### config.mk
export PLATFORM = sky130hd
export DESIGN_NAME = if_stage_ibuf
export DESIGN_NICKNAME = d
export VERILOG_FILES = /design/src/rtl/if_stage_ibuf.sv
export SDC_FILE = /design/constraint.sdc
export NUM_CORES = 1
export LEC_CHECK = 0
export BUFFER_PORTS_ARGS = -buffer_cell sky130_fd_sc_hd__buf_4
export CAP_MARGIN = 10
export CORE_AREA = 2 2 181 360
export CTS_BUF_LIST = sky130_fd_sc_hd__clkbuf_16
export DETAILED_ROUTE_END_ITERATION = 10
export DIE_AREA = 0 0 183 362
export GPL_TIMING_DRIVEN = 0
export HOLD_SLACK_MARGIN = 0.15
export PLACE_DENSITY = 0.59
export SETUP_SLACK_MARGIN = 0.5
export SKIP_CTS_REPAIR_TIMING = 1
export SYNTH_ARGS = -nofsm -noshare
export SYNTH_HDL_FRONTEND = slang
export SYNTH_SLANG_ARGS = --single-unit
### constraint.sdc
create_clock -name clk -period 14.7 [get_ports clk]
set_input_delay 0.735 -clock clk [delete_from_list [all_inputs] [get_ports clk]]
set_output_delay 0.735 -clock clk [all_outputs]
set_load 0.02 [all_outputs]
### src/rtl/if_stage_ibuf.sv
// Instruction fetch stage with a small instruction buffer in front of the decode stage.
// One fetch per cycle goes into a 1-cycle-latency instruction SRAM. The responses are
// queued in a FIFO so that ID stalls do not stall the SRAM pipeline. The stage also
// handles branch redirects (the delay slot is preserved), WB exception flushes, and
// unaligned fetch addresses (an AdEL entry is queued and fetching stops).
module if_stage_ibuf #(
    parameter logic [31:0] RESET_PC   = 32'hbfc00000,
    parameter int          IBUF_DEPTH = 4,
    parameter int          FS_WD      = 102
) (
    input  logic                              clk,
    input  logic                              reset,
    input  logic                              ds_allowin,
    input  logic [64:0]                       br_bus,
    input  logic                              ws_handle_ex,
    input  logic [31:0]                       ex_pc,
    output logic                              fs_to_ds_valid,
    output logic [FS_WD-1:0]                  fs_to_ds_bus,
    output logic                              inst_sram_en,
    output logic [3:0]                        inst_sram_wen,
    output logic [31:0]                       inst_sram_addr,
    output logic [31:0]                       inst_sram_wdata,
    input  logic [31:0]                       inst_sram_rdata,
    output logic [$clog2(IBUF_DEPTH+1)-1:0]   fs_ibuf_count
);

    localparam int CW = $clog2(IBUF_DEPTH + 1);
    localparam int PW = (IBUF_DEPTH > 1) ? $clog2(IBUF_DEPTH) : 1;
    localparam logic [4:0] EX_ADEL = 5'h04;

    logic [FS_WD-1:0] mem [IBUF_DEPTH];
    logic [PW-1:0]    head;
    logic [CW-1:0]    count;
    logic             inflight;
    logic [31:0]      inflight_pc;
    logic [31:0]      req_pc;
    logic [31:0]      br_target_saved;
    logic             stopped;
    logic             ds_pend;

    logic             br_taken;
    logic [31:0]      br_target;
    logic [31:0]      br_pc;
    logic [31:0]      ds_pc;
    logic [31:0]      head_pc;
    logic [CW:0]      occupancy;
    logic             credit;
    logic             aligned;
    logic             issue;
    logic             adel;
    logic             pop;
    logic             br_head;
    logic             br_infl;
    logic             br_now;
    logic [FS_WD-1:0] resp_entry;
    logic [FS_WD-1:0] adel_entry;

    logic [PW-1:0]    head_n;
    logic [CW-1:0]    kept;
    logic [CW-1:0]    count_n;
    logic             do_push;
    logic [FS_WD-1:0] push_data;
    logic [PW-1:0]    wr_idx;
    logic             inflight_n;
    logic [31:0]      req_pc_n;
    logic             stopped_n;
    logic             ds_pend_n;
    logic [31:0]      saved_n;

    // Circular index arithmetic that also works for non-power-of-two depths.
    function automatic logic [PW-1:0] wrap_add(input logic [PW-1:0] base, input logic [CW-1:0] off);
        int s;
        s = int'(base) + int'(off);
        if (s >= IBUF_DEPTH) s = s - IBUF_DEPTH;
        return PW'(s);
    endfunction

    assign br_taken  = br_bus[64];
    assign br_target = br_bus[63:32];
    assign br_pc     = br_bus[31:0];
    assign ds_pc     = br_pc + 32'd4;

    assign fs_to_ds_valid  = (count != '0);
    assign fs_to_ds_bus    = mem[head];
    assign head_pc         = mem[head][31:0];
    assign fs_ibuf_count   = count;

    assign occupancy = {1'b0, count} + {{CW{1'b0}}, inflight};
    assign credit    = occupancy < (CW+1)'(IBUF_DEPTH);
    assign aligned   = (req_pc[1:0] == 2'b00);

    assign issue = !reset && !stopped && aligned && credit;
    assign adel  = !reset && !stopped && !aligned && !inflight && credit;
    assign pop   = fs_to_ds_valid && ds_allowin;

    assign inst_sram_en    = issue;
    assign inst_sram_wen   = 4'h0;
    assign inst_sram_addr  = req_pc;
    assign inst_sram_wdata = 32'h0;

    assign br_head = br_taken && fs_to_ds_valid && (head_pc == ds_pc);
    assign br_infl = br_taken && !br_head && inflight && (inflight_pc == ds_pc);
    assign br_now  = br_taken && !br_head && !br_infl && issue && (req_pc == ds_pc);

    assign resp_entry = {1'b0, 5'd0, 32'd0, inst_sram_rdata, inflight_pc};
    assign adel_entry = {1'b1, EX_ADEL, req_pc, 32'd0, req_pc};

    // Decide what survives this cycle: exception flush wins over branch, branch keeps only the delay slot.
    always_comb begin
        head_n     = head;
        kept       = count;
        do_push    = 1'b0;
        push_data  = resp_entry;
        inflight_n = 1'b0;
        req_pc_n   = req_pc;
        stopped_n  = stopped;
        ds_pend_n  = ds_pend;
        saved_n    = br_target_saved;
        if (ws_handle_ex) begin
            kept      = '0;
            req_pc_n  = ex_pc;
            stopped_n = 1'b0;
            ds_pend_n = 1'b0;
        end else if (br_taken) begin
            stopped_n = 1'b0;
            ds_pend_n = 1'b0;
            req_pc_n  = br_target;
            if (br_head) begin
                if (pop) begin
                    head_n = wrap_add(head, CW'(1));
                    kept   = '0;
                end else begin
                    kept   = CW'(1);
                end
            end else if (br_infl) begin
                kept    = '0;
                do_push = 1'b1;
            end else if (br_now) begin
                kept       = '0;
                inflight_n = 1'b1;
            end else begin
                kept      = '0;
                req_pc_n  = ds_pc;
                ds_pend_n = 1'b1;
                saved_n   = br_target;
            end
        end else begin
            if (pop) begin
                head_n = wrap_add(head, CW'(1));
                kept   = count - CW'(1);
            end
            if (inflight) begin
                do_push = 1'b1;
            end else if (adel) begin
                do_push   = 1'b1;
                push_data = adel_entry;
                stopped_n = 1'b1;
            end
            if (issue) begin
                inflight_n = 1'b1;
                if (ds_pend) begin
                    req_pc_n  = br_target_saved;
                    ds_pend_n = 1'b0;
                end else begin
                    req_pc_n  = req_pc + 32'd4;
                end
            end
        end
        count_n = kept + CW'(do_push);
        wr_idx  = wrap_add(head_n, kept);
    end

    // Control state: pointers, occupancy, outstanding request and fetch address.
    always_ff @(posedge clk) begin
        if (reset) begin
            head            <= '0;
            count           <= '0;
            inflight        <= 1'b0;
            inflight_pc     <= 32'h0;
            req_pc          <= RESET_PC;
            br_target_saved <= 32'h0;
            stopped         <= 1'b0;
            ds_pend         <= 1'b0;
        end else begin
            head            <= head_n;
            count           <= count_n;
            inflight        <= inflight_n;
            if (issue) inflight_pc <= req_pc;
            req_pc          <= req_pc_n;
            br_target_saved <= saved_n;
            stopped         <= stopped_n;
            ds_pend         <= ds_pend_n;
        end
    end

    // Entry storage; contents need no reset because count gates visibility.
    always_ff @(posedge clk) begin
        if (!reset && do_push) mem[wr_idx] <= push_data;
    end

endmodule

* After elaboration in Yosys (flattened, before gate mapping)
Memory sizes are Yosys's and may differ from the RTL's. A register that Yosys moved wholly into a read port is not among the register bits.
Index checks and enable logic that the tools add are counted.
** Operators by class
- $add $sub $neg :: 9
- Mux-type cells :: 41
- $lt $le $gt $ge :: 3
- Bitwise operators :: 5
- Eq/ne operators :: 3
- Reduce and logical (&&, ||, !) cells :: 30
** Operators with widths (count)
- $mux W102 :: 4
- $mux W32 :: 7
- $eq A32 B32 Y1 :: 3
- $add A32 B3 Y32 const B :: 2
- $mux W1 :: 19
- $logic_and A1 B1 Y1 :: 16
- $mux W2 :: 7
- $mux W3 :: 4
- $logic_not A1 Y1 :: 6
- $reduce_bool A3 Y1 :: 2
- $not A1 Y1 :: 5
- $reduce_and A5 Y1 :: 1
- $add A2 B3 Y4 :: 1
- $add A3 B1 Y4 :: 1
- $ge A4 B3 Y1 const B :: 1
- $lt A4 B3 Y1 const B :: 1
- $sub A2 B1 Y2 const B :: 2
- $add A2 B1 Y3 const B :: 1
- $add A3 B1 Y3 :: 1
- $ge A3 B3 Y1 const B :: 1
- $reduce_or A3 Y1 :: 1
- $sub A3 B1 Y3 const B :: 1
- $logic_not A2 Y1 :: 1
- $reduce_and A2 Y1 :: 1
- 2 further kinds :: 2
** Storage, ports and cells
- Bits in writable memories :: 408
- Memories kept :: 1
- Flip-flop bits (word level) :: 104
** Memory list
- mem :: words 4, width 102, read ports 1, clocked after memory_dff 1, wr ports 1, RTL line 31 : logic [FS_WD-1:0] mem [IBUF_DEPTH];

* Longest topological paths before layout
Gate-level depths: netlist (run 1).
- Word-level depth :: 16
- Gate-level depth with buffers :: 17

* Worst setup path before layout (run 1)
Ideal clock, no wire load.
- Path kind :: input to register
- From :: input port br_bus[21]
- To :: memory mem[2][0], enable pin
- Setup slack :: 3.268 ns
- Data arrival time :: 10.760 ns
- Cell stages on the path :: 16
- Library setup time :: 0.672 ns
- Cells stage by stage :: buf_2 -> and3_1 -> buf_2 -> nand2_1 -> nor4_1 -> xnor2_1 -> o221ai_1 -> or4_1 -> nor4_4 -> o21ai_0 -> xnor2_1 -> ha_1 -> xor2_1 -> xnor2_1 -> xor2_1 -> nor3_1
** Between the ends
- Elaborated cells between the ends (all ways) :: 25
- Classes of those cells :: 3 x add/sub; 1 x order compare; 2 x eq/ne; 13 x mux; 6 x reduce/logical
** RTL lines
- from (decl) :: RTL line 14 : input logic [64:0] br_bus,
- $add A32 B3 Y32 * :: RTL line 81 : assign ds_pc = br_pc + 32'd4;
- $eq A32 B32 Y1 * :: RTL line 101 : assign br_head = br_taken && fs_to_ds_valid && (head_pc == ds_pc);
- $logic_and A1 B1 Y1 * :: RTL line 101
- $mux W2 * :: RTL line 128 : if (br_head) begin
- $mux W2 * :: RTL line 124 : end else if (br_taken) begin
- $mux W2 * :: RTL line 119 : if (ws_handle_ex) begin
- via head_n[0] :: RTL line 58 : logic [PW-1:0] head_n;
- $add A2 B3 Y4 * :: RTL line 73 : s = int'(base) + int'(off);
- $ge A4 B3 Y1 / $sub A2 B1 Y2 (equally long branches) :: RTL line 74 : if (s >= IBUF_DEPTH) s = s - IBUF_DEPTH;
- $mux W2 * :: RTL line 74
- to (decl) :: RTL line 31
Mark *: on every way through the listed nets, which the timed path passes. The rest lies on a longest branch.

* Worst setup path in the final report (run 1)
- From :: register head[1]
- To :: memory mem[0][16], enable pin
** Between the ends
- Longest elaborated chain between the ends :: 10
- Elaborated cells between the ends (all ways) :: 12
- Classes of those cells :: 4 x add/sub; 2 x order compare; 6 x mux
** RTL lines
- from (decl) :: RTL line 32 : logic [PW-1:0] head;
- from (signal assigned) :: RTL line 185 : head <= head_n;
- $add A2 B1 Y3 * :: RTL line 73
- $ge A3 B3 Y1 * :: RTL line 74
- $mux W2 * :: RTL line 74
- $mux W2 * :: RTL line 129, 148
- $mux W2 :: RTL line 128
- $mux W2 * :: RTL line 124
- $mux W2 * :: RTL line 119
- via head_n[0] :: RTL line 58
- $add A2 B3 Y4 * :: RTL line 73
- $ge A4 B3 Y1 / $sub A2 B1 Y2 (equally long branches) :: RTL line 74
- $mux W2 * :: RTL line 74
Marked as above.

==> results.py, run 1 <==
metrics = {
    "hold_path": {
        "holdPathStages": 2,
        "hold_path_class": "in2reg",
        "worstHoldStart": "ex_pc[26]",
        "min_to": "inst_sram_addr[26]",
    },
    "power_and_ir_drop": {
        "pwr-share-comb_pct": 12.1,
        "power.clock.fraction_pct": 38.0,
        "p_switching_mw": 0.8037,
        "pwr-share-seq_pct": 49.9,
        "p_leak_nw": 11.10,
        "powerDensity_nw_per_um2": 102.5,
        "netSwitchingFraction_pct": 26.04,
        "irDropWorstVdd_v": 0.00007968,
        "p_int_mw": 2.282,
    },
    "detailed_routing": {
        "viasPerCell": 5.949,
        "dr.pass1.iters": 7,
        "ant_nets": 0,
        "vias": 19020,
        "drc": 0,
        "drt_iter0_drc": 1484,
        "wl_um": 100900,
        "wire_per_inst_um": 31.56,
    },
    "yosys": {
        "synth_xor_area_share_pct": 6.113,
        "synth_compound_area_share_pct": 8.249,
        "netlist_area_um2": 25070,
        "synthArstFlopShare_pct": 0,
        "synth_fa_ha_area_share_pct": 0.3493,
        "synth_cells": 1977,
        "synth_top_area_cell": "edfxtp_1",
        "synth_edf_count": 388,
        "yosysSeqAreaShare_pct": 54.77,
        "ys.flop_type": "edfxtp_1",
        "syn_avg_cell_area_um2": 12.68,
        "yosys.cell_count.top_type": "edfxtp_1",
        "netlist.area_leader.share_pct": 46.47,
        "synth_top_family_by_area": "simple AND/OR/NAND/NOR gates",
        "ys_ff_latch": 492,
        "yosysWarningCount": 0,
        "yosysUniqueCellTypes": 98,
        "ys_top_cells_by_count": "edfxtp_1, nand2_1, nor2_1, dfxtp_1, mux4_2",
        "synth-simple-area-share_pct": 13.50,
        "post_synth_mux_area_share_pct": 12.53,
        "netlist_top_cells_area": "edfxtp_1, mux4_2, dfxtp_1",
    },
    "global_routing": {
        "track_usage_pct": 30.10,
        "grt_pass1_wl_um": 140000,
        "grt_max_degree": 16,
        "grt_pass1_vias": 19550,
        "grt_overflow": 0,
        "antenna_found_initial": 3,
    },
    "floorplanning": {
        "die_area_um2": 66250,
        "io_pins": 308,
        "core_area_um2": 63600,
        "die_w_um": 183,
        "die_h_um": 362,
        "start_util_pct": 39.43,
        "rows": 131,
    },
    "clocking": {
        "numCtsBuffers": 45,
        "h-tree-depth": 2,
        "clk_latency_ps": 610,
        "clkSinkCount": 492,
        "cts_buffer_depth": 3,
        "cts-root-buf": "clkbuf_16",
        "cts_tree": "yes",
        "clk_pin_slew_ps": 70,
    },
    "worst_setup_path": {
        "r2r_slack_ps": 6860,
        "worstReg2RegEnd": "mem[0][16]",
        "worstPathMaxFanout": 11,
        "cp.required_ps": 14980,
        "rr_worst_depth": 23,
        "r2r-start": "head[1]",
        "end_kind": "flip-flop",
        "start_kind": "flip-flop",
        "criticalPathCategory": "reg2reg",
        "cp.arrival_ps": 8130,
    },
    "outcome": {
        "status": "finished with violations",
        "violations": "capacitance limit",
    },
    "timing": {
        "clock.fmax_ghz": 0.1275,
        "drv_slew": 0,
        "slew_headroom_pct": 1.963,
        "rsz0062_at_grt": "false",
        "whs_ps": 361.0,
        "finalSetupViolCount": 0,
        "period_needed_ps": 7845,
        "finClkSkew_ps": 44.70,
        "worst_pin_slew_ps": 1457,
        "final_hold_viol_count": 0,
        "final.period_utilization_pct": 53.36,
    },
    "placement": {
        "gp_congestion": 1.001,
        "hpwl_um": 79680,
        "io_buffers": 251,
        "place_area_um2": 28690,
    },
    "final_layout": {
        "drive_gt1_share_pct": 25.99,
        "nNetsFinal": 2504,
        "areaGrowthSynthToFinish_pct": 20.12,
        "nFillCells": 5840,
        "fin_area_um2": 30120,
    },
    "job": {
        "cap_viol_max_count": 1,
    },
}
==> critical path: stages, from the launching register on <==
cell and delay [ps]:
dfxtp_1 360, buf_2 320, buf_2 400, buf_2 570
mux4_2 460, xnor2_1 210, nand4_1 90, or3_1 510
nor4_1 200, nand3_1 220, nor4_4 760, o21ai_0 240
xnor2_1 200, ha_1 260, xor2_1 160, xnor2_1 330
xnor2_1 170, nor3_2 780, buf_6 280, buf_8 170
buf_4 220, buf_6 170, buf_6 170, buf_6 180
==> through the flow <==
step	util [%]	setup slack [ps]	TNS [ps]	std cells	power (mW)
after detailed placement	45.11	6495	0	3114	1.933
after floorplan	-	3268	0	2016	1.771
after global placement	44.19	-4670	-1774540	3065	1.929
final	47.36	6855	0	3197	3.086
after CTS	47.34	6996	0	3194	3.095
after global routing	47.36	6592	0	3196	3.168
==> cell families (layout without fill, tap and decap cells) <==
family	Yosys count	in the layout
and+or+nand+nor	621	621
DFF	492	492
AOI/OAI and AO/OA	303	303
buffers and inverters	228	609
muxes	188	188
xor gates and xnor gates	137	137
adders and majority gates	7	7
other	1	42
==> area by class of cell <==
class                           instances  area [µm²]  area share (%)
Timing Repair Buffer                  301        2446           8.121
Clock buffer                           45        1126           3.739
Inverter                               39       146.4          0.4860
Tap cell                              798       998.5           3.315
Multi-Input combinational cell       1296       10400           34.52
Buffer                                189       974.7           3.236
Clock inverter                         35       291.5          0.9679
Sequential cell                       492       13730           45.60
Antenna cell                            2       5.005         0.01662
==> metal layers <==
layer / GRT usage [%] / share of wire [%]
met1: 30.85 / 33
met2: 53.91 / 51
met5: 0 / 0.0099
met4: 24.24 / 9.3
met3: 4.548 / 6.1
==> cells in the final DEF (no fill, tap or decap), drive strengths merged, types with 40 or more instances in the layout <==
master and n:
o21ai 53, xnor2 73, nor2 113, inv 48
mux2i 54, conb 40, edfxtp 388, dfxtp 104
a21oi 78, mux4 97, clkbuf 135, and3 53
buf 400, nor2b 46, xor2 40, nand2 158
nand3 57
==> worst max path at each step <==
| stage | from | to | slack (ps) |
|---|---|---|---|
| after floorplan | br_bus[21] | mem[2][0] | 3270 |
| after global placement | br_bus[10] | mem[0][17] | -4670 |
| after detailed placement | br_bus[10] | mem[0][17] | 6500 |
| after CTS | head[1] | mem[0][16] | 7000 |
| after global routing | head[1] | mem[0][16] | 6590 |
| final | head[1] | mem[0][16] | 6860 |
==> registers in the layout, indices dropped and copies added (netlist names), 2 cells and up <==
signal	cells
mem	388
br_target_saved	32
inflight_pc	32
inst_sram_addr	32
fs_ibuf_count	3
head	2
==> power groups by stage <==
stage                     logic, mW  clock network [mW]  registers [mW]
after floorplan               0.203                   0            1.57
after global placement        0.358                   0            1.57
after detailed placement      0.364                   0            1.57
after CTS                     0.366                1.19            1.54
after global routing          0.390                1.24            1.54
final                         0.374                1.17            1.54
Power figures use the tool's default switching activity.
==> inputs of run 2 (changes only) <==
Settings changed: PLACE_DENSITY 0.59 to 0.61.
Clock period 14.7 ns to 6.7 ns, I/O delays scaled along.
==> run 2 against run 1 <==
Against the previous run:
- the run now ends clean
- final area increased by 3.6%
- sequential power increased by 120%
- first-iteration DRC count decreased by 6.3%
- power increased by 120%
- via count increased by 1.4%
- utilization increased by 1.7 points
- die area unchanged
- non-clock buffer count increased by 50
- worst setup slack got worse by 6300 ps
- register-to-register slack got worse by 6200 ps
==> results.py, run 2 (synthesized netlist as in run 1, its figures left out) <==
metrics = {
    "outcome": {
        "status": "finished, final reports clean",
    },
    "timing": {
        "clock.fmax_ghz": 0.1640,
        "slew_headroom_pct": 3.696,
        "worst_slack_ps": 604.0,
        "drv_slew": 0,
        "period_needed_ps": 6096,
        "finClkSkew_ps": 28.92,
        "worst_pin_slew_ps": 1429,
        "final.period_utilization_pct": 90.99,
        "finalSetupViolCount": 0,
        "rsz0062_at_grt": "false",
        "final_hold_viol_count": 0,
    },
    "final_layout": {
        "layoutNonFillerInstCount": 3248,
        "final_util_pct": 49.04,
        "nFillCells": 5732,
        "final_cell_mix": "edfxtp_1, buf_4, nand2_1",
        "nNetsFinal": 2553,
        "fin_area_um2": 31190,
        "areaGrowthSynthToFinish_pct": 24.39,
        "max_flop_register": "mem",
        "largest_register_ffs": 388,
        "final_common_cell": "edfxtp_1",
        "drive_gt1_share_pct": 26.63,
    },
    "power_and_ir_drop": {
        "irDropWorstVdd_v": 0.0001891,
        "p_leak_nw": 11.54,
        "powerDensity_nw_per_um2": 221.7,
        "total_power_mw": 6.915,
    },
    "hold_path": {
        "worstHoldStart": "ex_pc[9]",
        "holdPathStages": 3,
        "min_to": "inst_sram_addr[9]",
        "hold_path_class": "in2reg",
    },
    "floorplanning": {
        "io_pins": 308,
        "start_util_pct": 39.43,
        "die_area_um2": 66250,
        "die_h_um": 362,
        "core_area_um2": 63600,
        "die_w_um": 183,
        "rows": 131,
    },
    "worst_setup_path": {
        "end_kind": "flip-flop",
        "criticalPathCategory": "in2reg",
        "worstReg2RegEnd": "mem[2][47]",
        "r2r_slack_ps": 640,
        "cp.required_ps": 6990,
        "start_kind": "primary input",
        "r2r-start": "head[1]",
        "worstPathMaxFanout": 17,
        "rr_worst_depth": 24,
        "cp.arrival_ps": 6390,
    },
    "detailed_routing": {
        "wire_per_inst_um": 31.89,
        "dr.pass1.iters": 5,
        "viasPerCell": 5.937,
        "vias": 19280,
        "drt_iter0_drc": 1391,
        "drc": 0,
        "wl_um": 103600,
        "ant_nets": 0,
    },
    "placement": {
        "io_buffers": 251,
        "dp_cells": 3097,
        "place_area_um2": 28930,
        "gp_congestion": 1.005,
        "hpwl_um": 81640,
        "dp_slack_ps": -741.4,
    },
    "global_routing": {
        "track_usage_pct": 30.95,
        "grt_overflow": 0,
        "grt_pass1_vias": 19730,
        "grt_max_degree": 18,
        "antenna_found_initial": 3,
        "grt_pass1_wl_um": 143800,
    },
    "clocking": {
        "numCtsBuffers": 44,
        "cts_buffer_depth": 3,
        "clkSinkCount": 492,
        "clk_latency_ps": 610,
        "h-tree-depth": 2,
        "cts-root-buf": "clkbuf_16",
        "cts_tree": "yes",
        "clk_pin_slew_ps": 70,
    },
    "job": {
        "cap_viol_max_count": 0,
    },
}
run 2: cell types whose count changed in the layout (fill, tap and decap cells not counted), moves of 4 or more:
| cell | delta |
|---|---|
| dlygate4sd3_1 | +52 |
| buf_6 | -34 |
| buf_16 | +15 |
| xnor2_1 | -10 |
| xnor2_2 | +10 |
| buf_8 | +9 |
| buf_4 | +8 |
| clkinv_1 | -5 |
| nor3_2 | -5 |
| nor3_4 | +5 |
| buf_12 | +4 |
| buf_2 | -4 |
| clkbuf_16 | +4 |
run 2: layer usage:
layer	routed length, µm	track usage (%)	share of wire (%)
met4	9080	24.13	8.8
met2	55550	57.28	54
met5	0	0	0
met1	33840	31.24	33
met3	5101	3.384	4.9
run 2: worst max-delay path, stage by stage:
cell	delay, ps
buf_4	120
and3_1	150
clkbuf_1	650
nand3_1	510
nor3_1	1140
a2111oi_0	370
nand3_2	270
nor4_4	50
buf_4	170
o21ai_1	210
xnor2_2	160
ha_2	240
xor2_2	180
xnor2_2	130
xor2_2	250
nor3_4	250
buf_8	220
buf_16	180
buf_16	180
buf_8	160
buf_8	200
buf_16	180
run 2: power breakdown:
group          leakage [nW]  switching (mW)  total, mW  internal [mW]
Combinational          6.24           0.548      0.868          0.320
Sequential             4.54          0.0530       3.38           3.33
Clock                 0.761            1.21       2.67           1.45
Total                  11.5            1.82       6.92           5.10
run 2: cell type report:
type                       count  area (µm²)  share of cell area, %
tap                          798       998.5                  3.201
clock buffer                  49        1226                  3.931
clock inverter                32       277.8                 0.8906
buffer                       189        1040                  3.334
inverter                      39       146.4                 0.4694
multi-input combinational   1296       10570                  33.88
sequential                   492       13730                  44.04
timing repair buffer         351        3193                  10.24
antenna                        2       5.005                0.01605
run 2: how the worst max path moves through the flow:
stage                           from    endpoint  slack [ps]  cells after the start
after floorplan              head[0]   mem[3][0]         270                     16
after global placement    br_bus[10]  mem[3][47]       -3490                     18
after detailed placement  br_bus[10]  mem[3][47]        -740                     23
after CTS                    head[1]  mem[3][42]        -350                     22
after global routing         head[0]  mem[2][41]         470                     23
final                      br_bus[6]  mem[2][47]         600                     22
run 2: metrics by stage:
step / setup TNS [ps] / hold slack (ps)
final: 0 / 118.9
after global routing: 0 / 165.3
after CTS: -23680 / -58.48
after detailed placement: -106950 / 448.6
after global placement: -1329680 / 440.6
after floorplan: 0 / 436.3
==> inputs of run 3 (changes only) <==
Settings changed: REMOVE_ABC_BUFFERS set to 1.
==> run 3 against run 2 <==
Against the previous run:
- flip-flop and latch count stayed put
- critical path type unchanged
- final area is 2.9% lower
- global-route usage is 4.4 points lower
- power is 4.3% lower
- sequential share of layout area is 1.3 points higher
- highest routed layer unchanged
- worst hold slack worse by 4.5 ps
- critical endpoint is now mem[1][61]
- cell count is 4.3% lower
- maximum frequency is 1.2% higher
- register-to-register slack better by 100 ps
- utilization is 1.4 points lower
- combinational power is 15% lower
- via count is 4.8% lower
==> results.py, run 3 (synthesized netlist as in run 1, its figures left out) <==
metrics = {
    "worst_setup_path": {
        "r2r_slack_ps": 740,
        "r2r-start": "head[0]",
        "cp-startpoint": "br_bus[2]",
        "start_kind": "primary input",
        "rr_worst_depth": 13,
        "criticalPathCategory": "in2reg",
        "cp.required_ps": 7000,
        "worstPathMaxFanout": 12,
        "end_kind": "flip-flop",
        "cp.arrival_ps": 6320,
    },
    "detailed_routing": {
        "wire_per_inst_um": 28.86,
        "drt_iter0_drc": 1425,
        "dr.pass1.iters": 5,
        "drc": 0,
        "vias": 18360,
        "wl_um": 89700,
        "viasPerCell": 5.906,
        "ant_nets": 0,
    },
    "hold_path": {
        "worstHoldStart": "ex_pc[5]",
        "holdPathStages": 5,
        "hold_path_class": "in2reg",
    },
    "floorplanning": {
        "die_w_um": 183,
        "die_h_um": 362,
        "start_util_pct": 39.43,
        "core_area_um2": 63600,
        "rows": 131,
        "io_pins": 308,
        "die_area_um2": 66250,
    },
    "timing": {
        "clock.fmax_ghz": 0.1660,
        "rsz0062_at_grt": "false",
        "finClkSkew_ps": 22.08,
        "worst_pin_slew_ps": 1260,
        "slew_headroom_pct": 16.03,
        "final.period_utilization_pct": 89.90,
        "final_hold_viol_count": 0,
        "period_needed_ps": 6023,
        "finalSetupViolCount": 0,
        "finalSetupTns_ps": 0,
        "whs_ps": 114.5,
        "drv_slew": 0,
    },
    "final_layout": {
        "multi_input_area_um2": 10460,
        "layoutNonFillerInstCount": 3108,
        "areaGrowthSynthToFinish_pct": 20.84,
        "max_flop_register": "mem",
        "nNetsFinal": 2414,
        "drive_gt1_share_pct": 25.54,
        "final_cell_mix": "edfxtp_1, buf_4, nand2_1",
        "seqCellArea_um2": 13740,
        "final_common_cell": "edfxtp_1",
        "largest_register_ffs": 388,
        "fin_area_um2": 30300,
        "nFillCells": 5733,
        "antenna_cells": 0,
    },
    "global_routing": {
        "grt_pass1_vias": 18380,
        "grt_pass1_wl_um": 127400,
        "antenna_found_initial": 1,
        "track_usage_pct": 26.53,
        "grt_overflow": 0,
        "grt_max_degree": 101,
    },
    "clocking": {
        "clkSinkCount": 492,
        "cts_buffer_depth": 3,
        "cts_tree": "yes",
        "numCtsBuffers": 44,
        "cts-root-buf": "clkbuf_16",
        "h-tree-depth": 2,
        "clk_pin_slew_ps": 70,
        "clk_latency_ps": 590,
    },
    "placement": {
        "dp_cells": 2958,
        "gp_congestion": 0.9085,
        "place_area_um2": 28240,
        "io_buffers": 267,
        "hpwl_um": 66710,
    },
    "power_and_ir_drop": {
        "p_leak_nw": 11.12,
        "powerDensity_nw_per_um2": 218.4,
        "irDropWorstVdd_v": 0.0001663,
    },
    "outcome": {
        "status": "finished, final reports clean",
    },
    "job": {
        "cap_viol_max_count": 0,
    },
}
-- run 3: per-layer routing --
metal  GRT usage [%]  vias to the layer above  part of all wire, %
met1           30.37                     9246                   36
met5               0                        -                    0
met3           2.952                      214                  5.1
met4           15.91                        0                  7.1
li1                -                     8079                    -
met2           47.29                      816                   51
-- run 3: final cells by class --
cell class	instances	share of cell area [%]
Sequential cell	492	45.35
Multi-Input combinational cell	1296	34.51
Timing Repair Buffer	401	11.85
Clock buffer	45	3.717
Tap cell	798	3.295
Clock inverter	37	0.7929
Inverter	39	0.4873
-- run 3: critical path: stages --
cell and delay, ps:
buf_4 170, ha_1 240, and3_1 550, nand4_1 360
buf_16 260, nor4_1 740, xnor2_1 190, o221ai_1 130
or4_1 560, nor4_4 220, buf_4 210, o21ai_0 130
xnor2_1 190, ha_1 220, xor2_1 160, xnor2_1 300
xnor2_1 230, nor3_4 330, buf_8 200, buf_6 180
buf_8 170, buf_6 180
-- run 3: power breakdown --
part           switching [mW]  internal (mW)
registers              0.0949           3.33
logic                   0.440          0.298
clock network            1.15           1.30
total                    1.69           4.93
-- run 3: final timing paths --
| path | end |
|---|---|
| worst max-delay path | mem[1][61] |
| worst max register to register | inst_sram_addr[3] |
| worst min register to register | inflight_pc[23] |
| worst min-delay path | inst_sram_addr[5] |
-- run 3: per-stage QoR --
step           power (mW)  setup WS (ps)  util, %
3_5_place_dp        4.188          -1151    44.41
3_3_place_gp        4.171         -18800    42.85
4_1_cts             6.645         -517.9    46.56
2_1_floorplan       3.821          -8210        -
5_1_grt             6.833          474.5    47.64
6_report            6.617          677.0    47.64
